`src/rtl/axi_spi_pkg.sv`:
```
// Shared definitions for the AXI4-Lite SPI register interface: register map,
// field positions, response codes and FSM state encodings.
package axi_spi_pkg;

  // Register word indices (address bits [4:2])
  localparam logic [2:0] IDX_CTRL   = 3'd0;
  localparam logic [2:0] IDX_TIMING = 3'd1;
  localparam logic [2:0] IDX_TXDATA = 3'd2;
  localparam logic [2:0] IDX_RXDATA = 3'd3;
  localparam logic [2:0] IDX_STATUS = 3'd4;

  localparam int CTRL_START     = 0;
  localparam int CTRL_BUSY      = 1;
  localparam int CTRL_MODE_LSB  = 2;
  localparam int CTRL_MODE_MSB  = 3;
  localparam int CTRL_SPEED_LSB = 4;
  localparam int CTRL_SPEED_MSB = 5;
  localparam int CTRL_LEN_LSB   = 6;
  localparam int CTRL_LEN_MSB   = 7;

  localparam int TIM_IFG_LSB    = 0;
  localparam int TIM_IFG_MSB    = 7;
  localparam int TIM_CSSCK_LSB  = 8;
  localparam int TIM_CSSCK_MSB  = 15;
  localparam int TIM_SCKCS_LSB  = 16;
  localparam int TIM_SCKCS_MSB  = 23;

  localparam int STATUS_DONE    = 0;

  typedef enum logic [1:0] {
    RESP_OKAY   = 2'b00,
    RESP_SLVERR = 2'b10
  } axi_resp_e;

  typedef enum logic {
    W_IDLE,
    W_RESP
  } wfsm_e;

  typedef enum logic {
    R_IDLE,
    R_DATA
  } rfsm_e;

  function automatic logic [31:0] apply_strb(input logic [31:0] old_v,
                                             input logic [31:0] new_v,
                                             input logic [3:0]  strb);
    logic [31:0] res;
    res = old_v;
    for (int b = 0; b < 4; b++) begin
      if (strb[b]) res[8*b +: 8] = new_v[8*b +: 8];
    end
    return res;
  endfunction

endpackage

```
`src/rtl/axi_lite_spi_regif.sv`:
```
// AXI4-Lite slave register file in front of the SPI register stage: holds SPI
// config and TX word, issues a one-cycle start, captures RX word and DONE.
//
// state  | meaning
// W_IDLE | collecting AW and W independently; commit once both are held
// W_RESP | bvalid asserted, waiting for bready
// R_IDLE | arready high, read data latched on AR handshake
// R_DATA | rvalid asserted, waiting for rready
module axi_lite_spi_regif
  import axi_spi_pkg::*;
#(
  parameter int ADDR_W = 5,
  parameter int DATA_W = 32
) (
  input  logic                GCLK,
  input  logic                RST_N,
  input  logic [ADDR_W-1:0]   s_awaddr,
  input  logic                s_awvalid,
  output logic                s_awready,
  input  logic [DATA_W-1:0]   s_wdata,
  input  logic [DATA_W/8-1:0] s_wstrb,
  input  logic                s_wvalid,
  output logic                s_wready,
  output logic [1:0]          s_bresp,
  output logic                s_bvalid,
  input  logic                s_bready,
  input  logic [ADDR_W-1:0]   s_araddr,
  input  logic                s_arvalid,
  output logic                s_arready,
  output logic [DATA_W-1:0]   s_rdata,
  output logic [1:0]          s_rresp,
  output logic                s_rvalid,
  input  logic                s_rready,
  output logic                start_out,
  input  logic                busy_in,
  output logic [1:0]          spi_mode_out,
  output logic [1:0]          sck_speed_out,
  output logic [1:0]          word_len_out,
  output logic [7:0]          ifg_out,
  output logic [7:0]          cs_sck_out,
  output logic [7:0]          sck_cs_out,
  output logic [31:0]         mosi_data_out,
  input  logic [31:0]         miso_data_in
);

  wfsm_e               wstate_q, wstate_d;
  logic                aw_held_q, aw_held_d;
  logic                w_held_q, w_held_d;
  logic [2:0]          aw_idx_q, aw_idx_d;
  logic [DATA_W-1:0]   wdata_q, wdata_d;
  logic [DATA_W/8-1:0] wstrb_q, wstrb_d;
  axi_resp_e           bresp_q, bresp_d;

  rfsm_e               rstate_q, rstate_d;
  logic [DATA_W-1:0]   rdata_q, rdata_d;
  axi_resp_e           rresp_q, rresp_d;
  logic [DATA_W-1:0]   rd_val;
  logic                rd_err;

  logic [1:0]  mode_q, mode_d, speed_q, speed_d, len_q, len_d;
  logic [7:0]  ifg_q, ifg_d, cs_sck_q, cs_sck_d, sck_cs_q, sck_cs_d;
  logic [31:0] txdata_q, txdata_d, rxdata_q, rxdata_d;
  logic        start_q, start_d, pend_q, pend_d, done_q, done_d, busy_prev_q;
  logic        busy_eff;
  logic        unused_addr;

  assign busy_eff    = busy_in | pend_q;
  assign unused_addr = ^{s_awaddr[1:0], s_araddr[1:0]};

  always_comb begin : write_path
    wstate_d  = wstate_q;
    aw_held_d = aw_held_q;
    w_held_d  = w_held_q;
    aw_idx_d  = aw_idx_q;
    wdata_d   = wdata_q;
    wstrb_d   = wstrb_q;
    bresp_d   = bresp_q;
    mode_d    = mode_q;
    speed_d   = speed_q;
    len_d     = len_q;
    ifg_d     = ifg_q;
    cs_sck_d  = cs_sck_q;
    sck_cs_d  = sck_cs_q;
    txdata_d  = txdata_q;
    rxdata_d  = rxdata_q;
    start_d   = 1'b0;
    pend_d    = pend_q;
    done_d    = done_q;

    // pend only bridges the gap until the downstream stage reports busy
    if (busy_in) pend_d = 1'b0;

    case (wstate_q)
      W_IDLE: begin
        if (s_awvalid && !aw_held_q) begin
          aw_held_d = 1'b1;
          aw_idx_d  = s_awaddr[4:2];
        end
        if (s_wvalid && !w_held_q) begin
          w_held_d = 1'b1;
          wdata_d  = s_wdata;
          wstrb_d  = s_wstrb;
        end
        if (aw_held_q && w_held_q) begin
          wstate_d = W_RESP;
          bresp_d  = RESP_OKAY;
          case (aw_idx_q)
            IDX_CTRL: begin
              if (busy_eff) begin
                bresp_d = RESP_SLVERR;
              end else if (wstrb_q[0]) begin
                mode_d  = wdata_q[CTRL_MODE_MSB:CTRL_MODE_LSB];
                speed_d = wdata_q[CTRL_SPEED_MSB:CTRL_SPEED_LSB];
                len_d   = wdata_q[CTRL_LEN_MSB:CTRL_LEN_LSB];
                if (wdata_q[CTRL_START]) begin
                  start_d = 1'b1;
                  pend_d  = 1'b1;
                end
              end
            end
            IDX_TIMING: begin
              if (busy_eff) begin
                bresp_d = RESP_SLVERR;
              end else begin
                if (wstrb_q[0]) ifg_d    = wdata_q[TIM_IFG_MSB:TIM_IFG_LSB];
                if (wstrb_q[1]) cs_sck_d = wdata_q[TIM_CSSCK_MSB:TIM_CSSCK_LSB];
                if (wstrb_q[2]) sck_cs_d = wdata_q[TIM_SCKCS_MSB:TIM_SCKCS_LSB];
              end
            end
            IDX_TXDATA: begin
              if (busy_eff) bresp_d = RESP_SLVERR;
              else          txdata_d = apply_strb(txdata_q, wdata_q, wstrb_q);
            end
            IDX_RXDATA: begin
              bresp_d = RESP_OKAY;
            end
            IDX_STATUS: begin
              if (wstrb_q[0] && wdata_q[STATUS_DONE]) done_d = 1'b0;
            end
            default: bresp_d = RESP_SLVERR;
          endcase
        end
      end
      W_RESP: begin
        if (s_bready) begin
          wstate_d  = W_IDLE;
          aw_held_d = 1'b0;
          w_held_d  = 1'b0;
        end
      end
      default: wstate_d = W_IDLE;
    endcase

    // Completion capture comes last so it beats a same-cycle W1C
    if (busy_prev_q && !busy_in) begin
      rxdata_d = miso_data_in;
      done_d   = 1'b1;
    end
  end

  always_comb begin : read_path
    rstate_d = rstate_q;
    rdata_d  = rdata_q;
    rresp_d  = rresp_q;
    rd_val   = '0;
    rd_err   = 1'b0;

    case (s_araddr[4:2])
      IDX_CTRL: begin
        rd_val[CTRL_BUSY]                      = busy_eff;
        rd_val[CTRL_MODE_MSB:CTRL_MODE_LSB]    = mode_q;
        rd_val[CTRL_SPEED_MSB:CTRL_SPEED_LSB]  = speed_q;
        rd_val[CTRL_LEN_MSB:CTRL_LEN_LSB]      = len_q;
      end
      IDX_TIMING: begin
        rd_val[TIM_IFG_MSB:TIM_IFG_LSB]        = ifg_q;
        rd_val[TIM_CSSCK_MSB:TIM_CSSCK_LSB]    = cs_sck_q;
        rd_val[TIM_SCKCS_MSB:TIM_SCKCS_LSB]    = sck_cs_q;
      end
      IDX_TXDATA: rd_val = txdata_q;
      IDX_RXDATA: rd_val = rxdata_q;
      IDX_STATUS: rd_val[STATUS_DONE] = done_q;
      default:    rd_err = 1'b1;
    endcase

    case (rstate_q)
      R_IDLE: begin
        if (s_arvalid) begin
          rstate_d = R_DATA;
          rdata_d  = rd_val;
          if (rd_err) rresp_d = RESP_SLVERR;
          else        rresp_d = RESP_OKAY;
        end
      end
      R_DATA: begin
        if (s_rready) rstate_d = R_IDLE;
      end
      default: rstate_d = R_IDLE;
    endcase
  end

  always_ff @(posedge GCLK) begin
    if (!RST_N) begin
      wstate_q    <= W_IDLE;
      aw_held_q   <= 1'b0;
      w_held_q    <= 1'b0;
      aw_idx_q    <= '0;
      wdata_q     <= '0;
      wstrb_q     <= '0;
      bresp_q     <= RESP_OKAY;
      rstate_q    <= R_IDLE;
      rdata_q     <= '0;
      rresp_q     <= RESP_OKAY;
      mode_q      <= '0;
      speed_q     <= '0;
      len_q       <= '0;
      ifg_q       <= '0;
      cs_sck_q    <= '0;
      sck_cs_q    <= '0;
      txdata_q    <= '0;
      rxdata_q    <= '0;
      start_q     <= 1'b0;
      pend_q      <= 1'b0;
      done_q      <= 1'b0;
      busy_prev_q <= 1'b0;
    end else begin
      wstate_q    <= wstate_d;
      aw_held_q   <= aw_held_d;
      w_held_q    <= w_held_d;
      aw_idx_q    <= aw_idx_d;
      wdata_q     <= wdata_d;
      wstrb_q     <= wstrb_d;
      bresp_q     <= bresp_d;
      rstate_q    <= rstate_d;
      rdata_q     <= rdata_d;
      rresp_q     <= rresp_d;
      mode_q      <= mode_d;
      speed_q     <= speed_d;
      len_q       <= len_d;
      ifg_q       <= ifg_d;
      cs_sck_q    <= cs_sck_d;
      sck_cs_q    <= sck_cs_d;
      txdata_q    <= txdata_d;
      rxdata_q    <= rxdata_d;
      start_q     <= start_d;
      pend_q      <= pend_d;
      done_q      <= done_d;
      busy_prev_q <= busy_in;
    end
  end

  assign s_awready     = !aw_held_q;
  assign s_wready      = !w_held_q;
  assign s_bvalid      = (wstate_q == W_RESP);
  assign s_bresp       = bresp_q;
  assign s_arready     = (rstate_q == R_IDLE);
  assign s_rvalid      = (rstate_q == R_DATA);
  assign s_rdata       = rdata_q;
  assign s_rresp       = rresp_q;
  assign start_out     = start_q;
  assign spi_mode_out  = mode_q;
  assign sck_speed_out = speed_q;
  assign word_len_out  = len_q;
  assign ifg_out       = ifg_q;
  assign cs_sck_out    = cs_sck_q;
  assign sck_cs_out    = sck_cs_q;
  assign mosi_data_out = txdata_q;

endmodule

```
`config.mk`:
```
export PLATFORM = sky130hd
export DESIGN_NAME = axi_lite_spi_regif
export DESIGN_NICKNAME = d
export VERILOG_FILES = /design/src/rtl/axi_spi_pkg.sv /design/src/rtl/axi_lite_spi_regif.sv
export SDC_FILE = /design/constraint.sdc
export NUM_CORES = 1
export LEC_CHECK = 0
export CAP_MARGIN = 20
export CORE_ASPECT_RATIO = 0.6
export CORE_MARGIN = 1
export CORE_UTILIZATION = 45
export CTS_BUF_LIST = sky130_fd_sc_hd__clkbuf_2
export DETAILED_ROUTE_END_ITERATION = 8
export GPL_TIMING_DRIVEN = 0
export PLACE_DENSITY_LB_ADDON = 0.05
export SLEW_MARGIN = 20
export SYNTH_ARGS = -nofsm -noshare
export SYNTH_HDL_FRONTEND = slang
export SYNTH_SLANG_ARGS = --single-unit
```
`constraint.sdc`:
```
create_clock -name GCLK -period 2 [get_ports GCLK]
set_clock_uncertainty 0.1 [all_clocks]
set_input_delay 0.4 -clock GCLK [delete_from_list [all_inputs] [get_ports GCLK]]
set_output_delay 0.4 -clock GCLK [all_outputs]
set_load 0.01 [all_outputs]
```
==> results.md, run 1 <==
* Post-synth ARST share at 0%
* CTS tree: yes
* DRT iter0 DRCs at between 500 and 600
* Peak supply drop at around 0.37 mV
* Total Nets Final at roughly 1,100
* Final hold violations at 0
* Worst slew margin at 55.2%
* Bufs and invs on worst path at 1
* Initial antenna violation count at 1
* Largest net degree at the start of global routing at 17
* Via density at 5.25
* CTS Buf Count at 17
* Die height at 99.0 um
* WL per Instance at approximately 18 um
* Post-route minimum period at about 1.9 ns
* Max Root-Sink Buffers at 2
* Worst-margin pin slew at 0.673 ns
* Share of cells above drive strength 1 at 24.7%
* Ports at 190
* Syn Inst Count at between 700 and 800
* CP delay by family, top: flip-flops
* Crit-path slowest cell: dfxtp_2
* Setup crit end kind: primary output
* Yosys reg bits at about 180
* Post-synth EDFFs at 0
* Placer Congestion at about 0.8
* Drt pass-1 iters at 7
* Fin util at 65.9%
* Setup TNS Final at 0 ns
* Total Routing Usage GR at 27.7%
* Sequential area share after synthesis at between 40 and 50%
* # rows at 35
* Final Routed Wirelength at 22,400 um
* F_max at 529 MHz
* Worst path required time at 1.50 ns
* Starting utilization of the core area at 46.0%
* Synthesized area at 7050 um2
* PD cells at 627 nW/um2
* Horiz. Die Dim at 164 um
* Hold WC Path Type: in2reg
* Vias in the first global route at between 6,000 and 7,000
* Yosys Warn Count at 0
* Fin crit share at 94.6%
* Final setup fails at 0
* First-pass GRT wire length at 33,900 um
* Routed via count at between 6,000 and 7,000
* Outcome: completed
* Gr ovfl total at 0
* Clock sink count at approximately 180
* Worst-Skew Late Latency at approximately 0.73 ns
* Setup crit start kind: register
* Clk root buf: clkbuf_2
* ANT nets after route at 0
* Synth Flop Type: dfxtp_1
* Arr. time, crit path at between 1 and 1.5 ns
* Final Max Tran Viols at 0
* Post-synth cell types at 43
* I/O Buffers at 181
* H-tree depth at 4
* Worst-path fanout max at 2
* Die Area at about 16,000 um2
* Area grow syn2layout at 43.2%
* Drc violations at 0
* Dpl hpwl at about 16,000 um
* Core Area at around 15,000 um2
* Clock-pin slew on the worst setup and hold paths at approximately 0.27 ns
* Max-cap viol count at 0
* Worst stage delay on the critical path at between 0.3 and 0.4 ns
* Pleak at about 4.4 nW
* CP cell instances: dlygate4sd2_1
* Crit path kind: reg2out
* Avg Inst Size Synth at slightly above 9 um2
placed cells by master, fill, tap and decap left out, drive strengths merged, types with 2 or more instances in the layout:
cell	Yosys	layout
a21oi	73	73
a22o	7	7
a22oi	24	24
a31oi	2	2
buf	28	98
bufinv	0	3
clkbuf	27	50
clkdlybuf4s15	0	52
clkdlybuf4s50	0	79
clkinv	0	4
clkinvlp	0	3
conb	1	2
dfxtp	175	175
dlygate4sd2	0	44
dlygate4sd3	0	15
inv	6	9
mux2	25	25
mux2i	78	78
nand2	234	234
nand2b	4	4
nand4	7	7
nor2	19	19
nor2b	6	6
nor3	3	3
nor3b	4	4
nor4bb	2	2
o21ai	3	3
o22ai	6	6
o2bb2ai	16	16
or3b	2	2
repair_timing:
item	CTS	global route
setup endpoints to repair	115	67
pin swaps	0	0
buffers inserted	63	7
resized for setup	197	68
hold endpoints to repair	1	14
hold buffers	1	14
layout make-up:
type                    instances  area [um2]
flip-flops and latches        175        3630
well taps                     203         254
diodes                          1        2.50
repair buffers                266        2400
multi-input cells             529        3280
inverters                       6        22.5
clock buffers                  18        90.1
fillers                      1331        5230
clock inverters                13         164
plain buffers                  54         251
routing by layer:
metal / vias up / part of all wire, % / routed length [um] / global-route usage (%)
li1: 3177 / - / - / -
met1: 3162 / 49 / 10900 / 39.8
met2: 280 / 43 / 9740 / 42.0
met3: 26 / 6.6 / 1480 / 5.72
met4: 0 / 1.4 / 325 / 7.48
met5: - / 0 / 0 / 0
registers in the layout, summed over array words and instances (netlist names), 2 cells and up:
register and flops:
wstrb_q 4, rxdata_q 32, word_len_out 2, spi_mode_out 2, mosi_data_out 32, cs_sck_out 8, s_rdata 32, ifg_out 8
sck_cs_out 8, aw_idx_q 3, wdata_q 32, sck_speed_out 2
cells in the mapped netlist, drive strengths merged, types with 7 or more instances:
library cell	number	share of area, %
buf	28	2.2
nand2	234	12
clkbuf	27	1.4
a22oi	24	2.6
mux2i	78	11
nand4	7	2.1
mux2	25	4.0
a22o	7	0.87
dfxtp	175	50
nor2	19	1.2
o2bb2ai	16	2.0
a21oi	73	5.2
path summary, 6_finish.rpt:
path                            slack [ns]  cells past startpoint               from           endpoint
worst max-delay path                  0.11                      1  mosi_data_out[29]  mosi_data_out[29]
worst min-delay path                  0.09                      3         s_wdata[3]         wdata_q[3]
worst max register to register        0.11                      6           s_rvalid        s_rdata[13]
worst min register to register        0.36                      2        wdata_q[29]  mosi_data_out[29]
kinds of logic after synthesis:
family / after synthesis / synth area share [%]
flip-flops: 175 / 49.7
other: 1 / 0.0532
AO/OA/AOI/OAI: 138 / 12.4
multiplexers: 103 / 15.1
AND/OR/NAND/NOR: 286 / 18.9
buffers and inverters: 61 / 3.94
power by group:
| part | switching, mW | internal, mW | total [mW] |
|---|---|---|---|
| combinational | 0.391 | 0.312 | 0.703 |
| clock | 1.29 | 0.703 | 1.99 |
| sequential | 0.0609 | 3.58 | 3.64 |
metrics by stage:
stage	hold WS, ns	cell area, um2	worst slack, ns	power (mW)	std cells
final	0.0897	10100	0.108	6.33	1265
after global routing	0.00625	10100	-0.00524	6.58	1265
after CTS	0.0333	9860	0.0237	6.30	1244
after detailed placement	0.347	9120	-0.659	4.37	1149
after global placement	0.340	9120	-0.560	4.35	1149
after floorplan	0.333	7050	0.451	4.03	765
(Power assumes the default switching activity.)
==> inputs of run 2 (changes only) <==
CORE_UTILIZATION = 30   (was 45)
==> run 2 against run 1 <==
- first-iteration DRC count shrank 49%
- worst setup slack lost 0.017 ns
- combinational power grew 4.7%
- non-clock buffer count shrank 6
- die area grew 49%
- critical path type unchanged
==> results.md, run 2 (synthesized netlist as in run 1, its figures left out) <==
* CP cell instances: clkdlybuf4s15_2
* Gr ovfl total at 0
* Drc violations at 0
* Total Nets Final at 1,129
* Reg-to-reg slack, setup at 0.16 ns
* Overall Power at roughly 6.1 mW
* Peak supply drop at 0.325 mV
* Max Root-Sink Buffers at 2
* Commonest non-fill, non-tap cells in the layout: nand2_1 (234), dfxtp_2 (98), clkdlybuf4s50_1 (79)
* Worst path required time at 1.50 ns
* Clk root buf: clkbuf_2
* Horiz. Die Dim at 200 um
* PD cells at 604 nW/um2
* Worst-path fanout max at 3
* Pleak at 4.24 nW
* Via density at 4.66
* Final Max Tran Viols at 0
* Placed Instances at between 1,000 and 1,500
* Setup crit start kind: register
* Worst r2r dst: wdata_q[16]
* Final Routed Wirelength at 24,500 um
* Dpl hpwl at 18,100 um
* Setup crit end kind: primary output
* CTS Buf Count at 17
* R2r worst-path depth at 5
* Hold_ws at 0.0761 ns
* Hold WC Path Type: in2reg
* Bufs and invs on worst path at 1
* Core Area at 23,100 um2
* DRT iter0 DRCs at 263
* Final Non-Filler Cells at 1,372
* Clock-pin slew on the worst setup and hold paths at 0.25 ns
* Post-route cell area at 10,100 um2
* CTS tree: yes
* Routed via count at 6,393
* Max-cap viol count at 0
* Die Area at about 24,000 um2
* Worst slew margin at 46.6%
* Clock sink count at 175
* Leading cell type in the layout, fill and taps excluded: nand2_1
* Largest net degree at the start of global routing at 17
* Drt pass-1 iters at 4
* FILL cells at 2,348
* Starting utilization of the core area at a little under a third
* Outcome: completed
* First-pass GRT wire length at 36,700 um
* H-tree depth at 4
* Die height at 121 um
* Post-route minimum period at approximately 1.9 ns
* Vias in the first global route at 6,172
* Crit path kind: reg2out
* ANT nets after route at 0
* # rows at 43
* Fin crit share at 95.5%
* Worst stage delay on the critical path at roughly 0.40 ns
* Area after DPL at 9260 um2
* I/O Buffers at 181
* Worst-margin pin slew at 0.801 ns
* Final hold violations at 0
* Ports at 190
* F_max at 524 MHz
* CP delay by family, top: flip-flops
* Placer Congestion at 0.792
* Area grow syn2layout at 43.0%
* Total Routing Usage GR at between 20 and 25%
* Crit-path slowest cell: dfxtp_2
* Arr. time, crit path at 1.41 ns
* Hold Path Depth at 3
* Final setup fails at 0
* WL per Instance at 17.9 um
* Worst-Skew Late Latency at 0.75 ns
* Setup TNS Final at 0 ns
* Worst hold endpoint: wdata_q[8]
* Worst hold start: s_wdata[8]
* RR Startpoint: w_held_q
* Share of cells above drive strength 1 at 27.8%
* Initial antenna violation count at 0
[run 2: metrics by stage]
stage | worst slack (ns) | utilization, %
3_5_place_dp | -0.707 | 40.1
4_1_cts | -0.0143 | 43.6
2_1_floorplan | 0.451 | -
6_report | 0.0909 | 43.7
5_1_grt | -0.00526 | 43.7
3_3_place_gp | -0.690 | 40.1
[run 2: what timing repair did]
| item | in CTS | in global routing |
|---|---|---|
| endpoints found under the hold margin | 19 | 4 |
| setup buffers | 51 | 7 |
| resized for setup | 234 | 129 |
| hold buffers | 19 | 4 |
| pin swaps | 0 | 1 |
| setup endpoints to repair | 132 | 142 |
[run 2: layer usage]
metal	share of wire, %	track usage (%)	wire, um	vias up
li1	-	-	-	3167
met1	54	31.4	13200	3046
met2	41	29.5	9960	163
met3	4.6	4.18	1140	17
met4	1.1	4.63	259	0
met5	0	0	0	-
[run 2: worst max-delay path by stage]
stage	start	end	slack [ns]	cells past startpoint
after floorplan	RST_N	s_rdata[14]	0.45	6
after global placement	s_araddr[3]	s_rdata[21]	-0.69	5
after detailed placement	s_araddr[3]	s_rdata[21]	-0.71	5
after CTS	s_rvalid	s_rvalid	-0.01	1
after global routing	ifg_out[1]	ifg_out[1]	-0.005	1
final	ifg_out[1]	ifg_out[1]	0.09	1
[run 2: power by group]
part           leakage [nW]  switching [mW]  internal (mW)
Sequential             1.47          0.0572           3.57
Combinational          2.66           0.405          0.331
Clock                 0.117            1.27          0.453
Total                  4.24            1.73           4.36
[run 2: layout make-up]
type	count	area [um2]	share of cell area, %
clock inverter	11	93.8	0.931
timing repair buffer	260	2280	22.7
antenna	1	2.50	0.0248
tap	315	394	3.91
multi-input combinational	529	3280	32.6
buffer	54	259	2.57
inverter	6	22.5	0.223
sequential	175	3640	36.1
clock buffer	21	105	1.04
[run 2: worst min-delay path, delay by kind of cell]
| kind | cells | cell delay, ns |
|---|---|---|
| buffers and inverters | 1 | 0.40 |
| AND/OR/NAND/NOR | 1 | 0.06 |
| AO/OA/AOI/OAI | 1 | 0.05 |
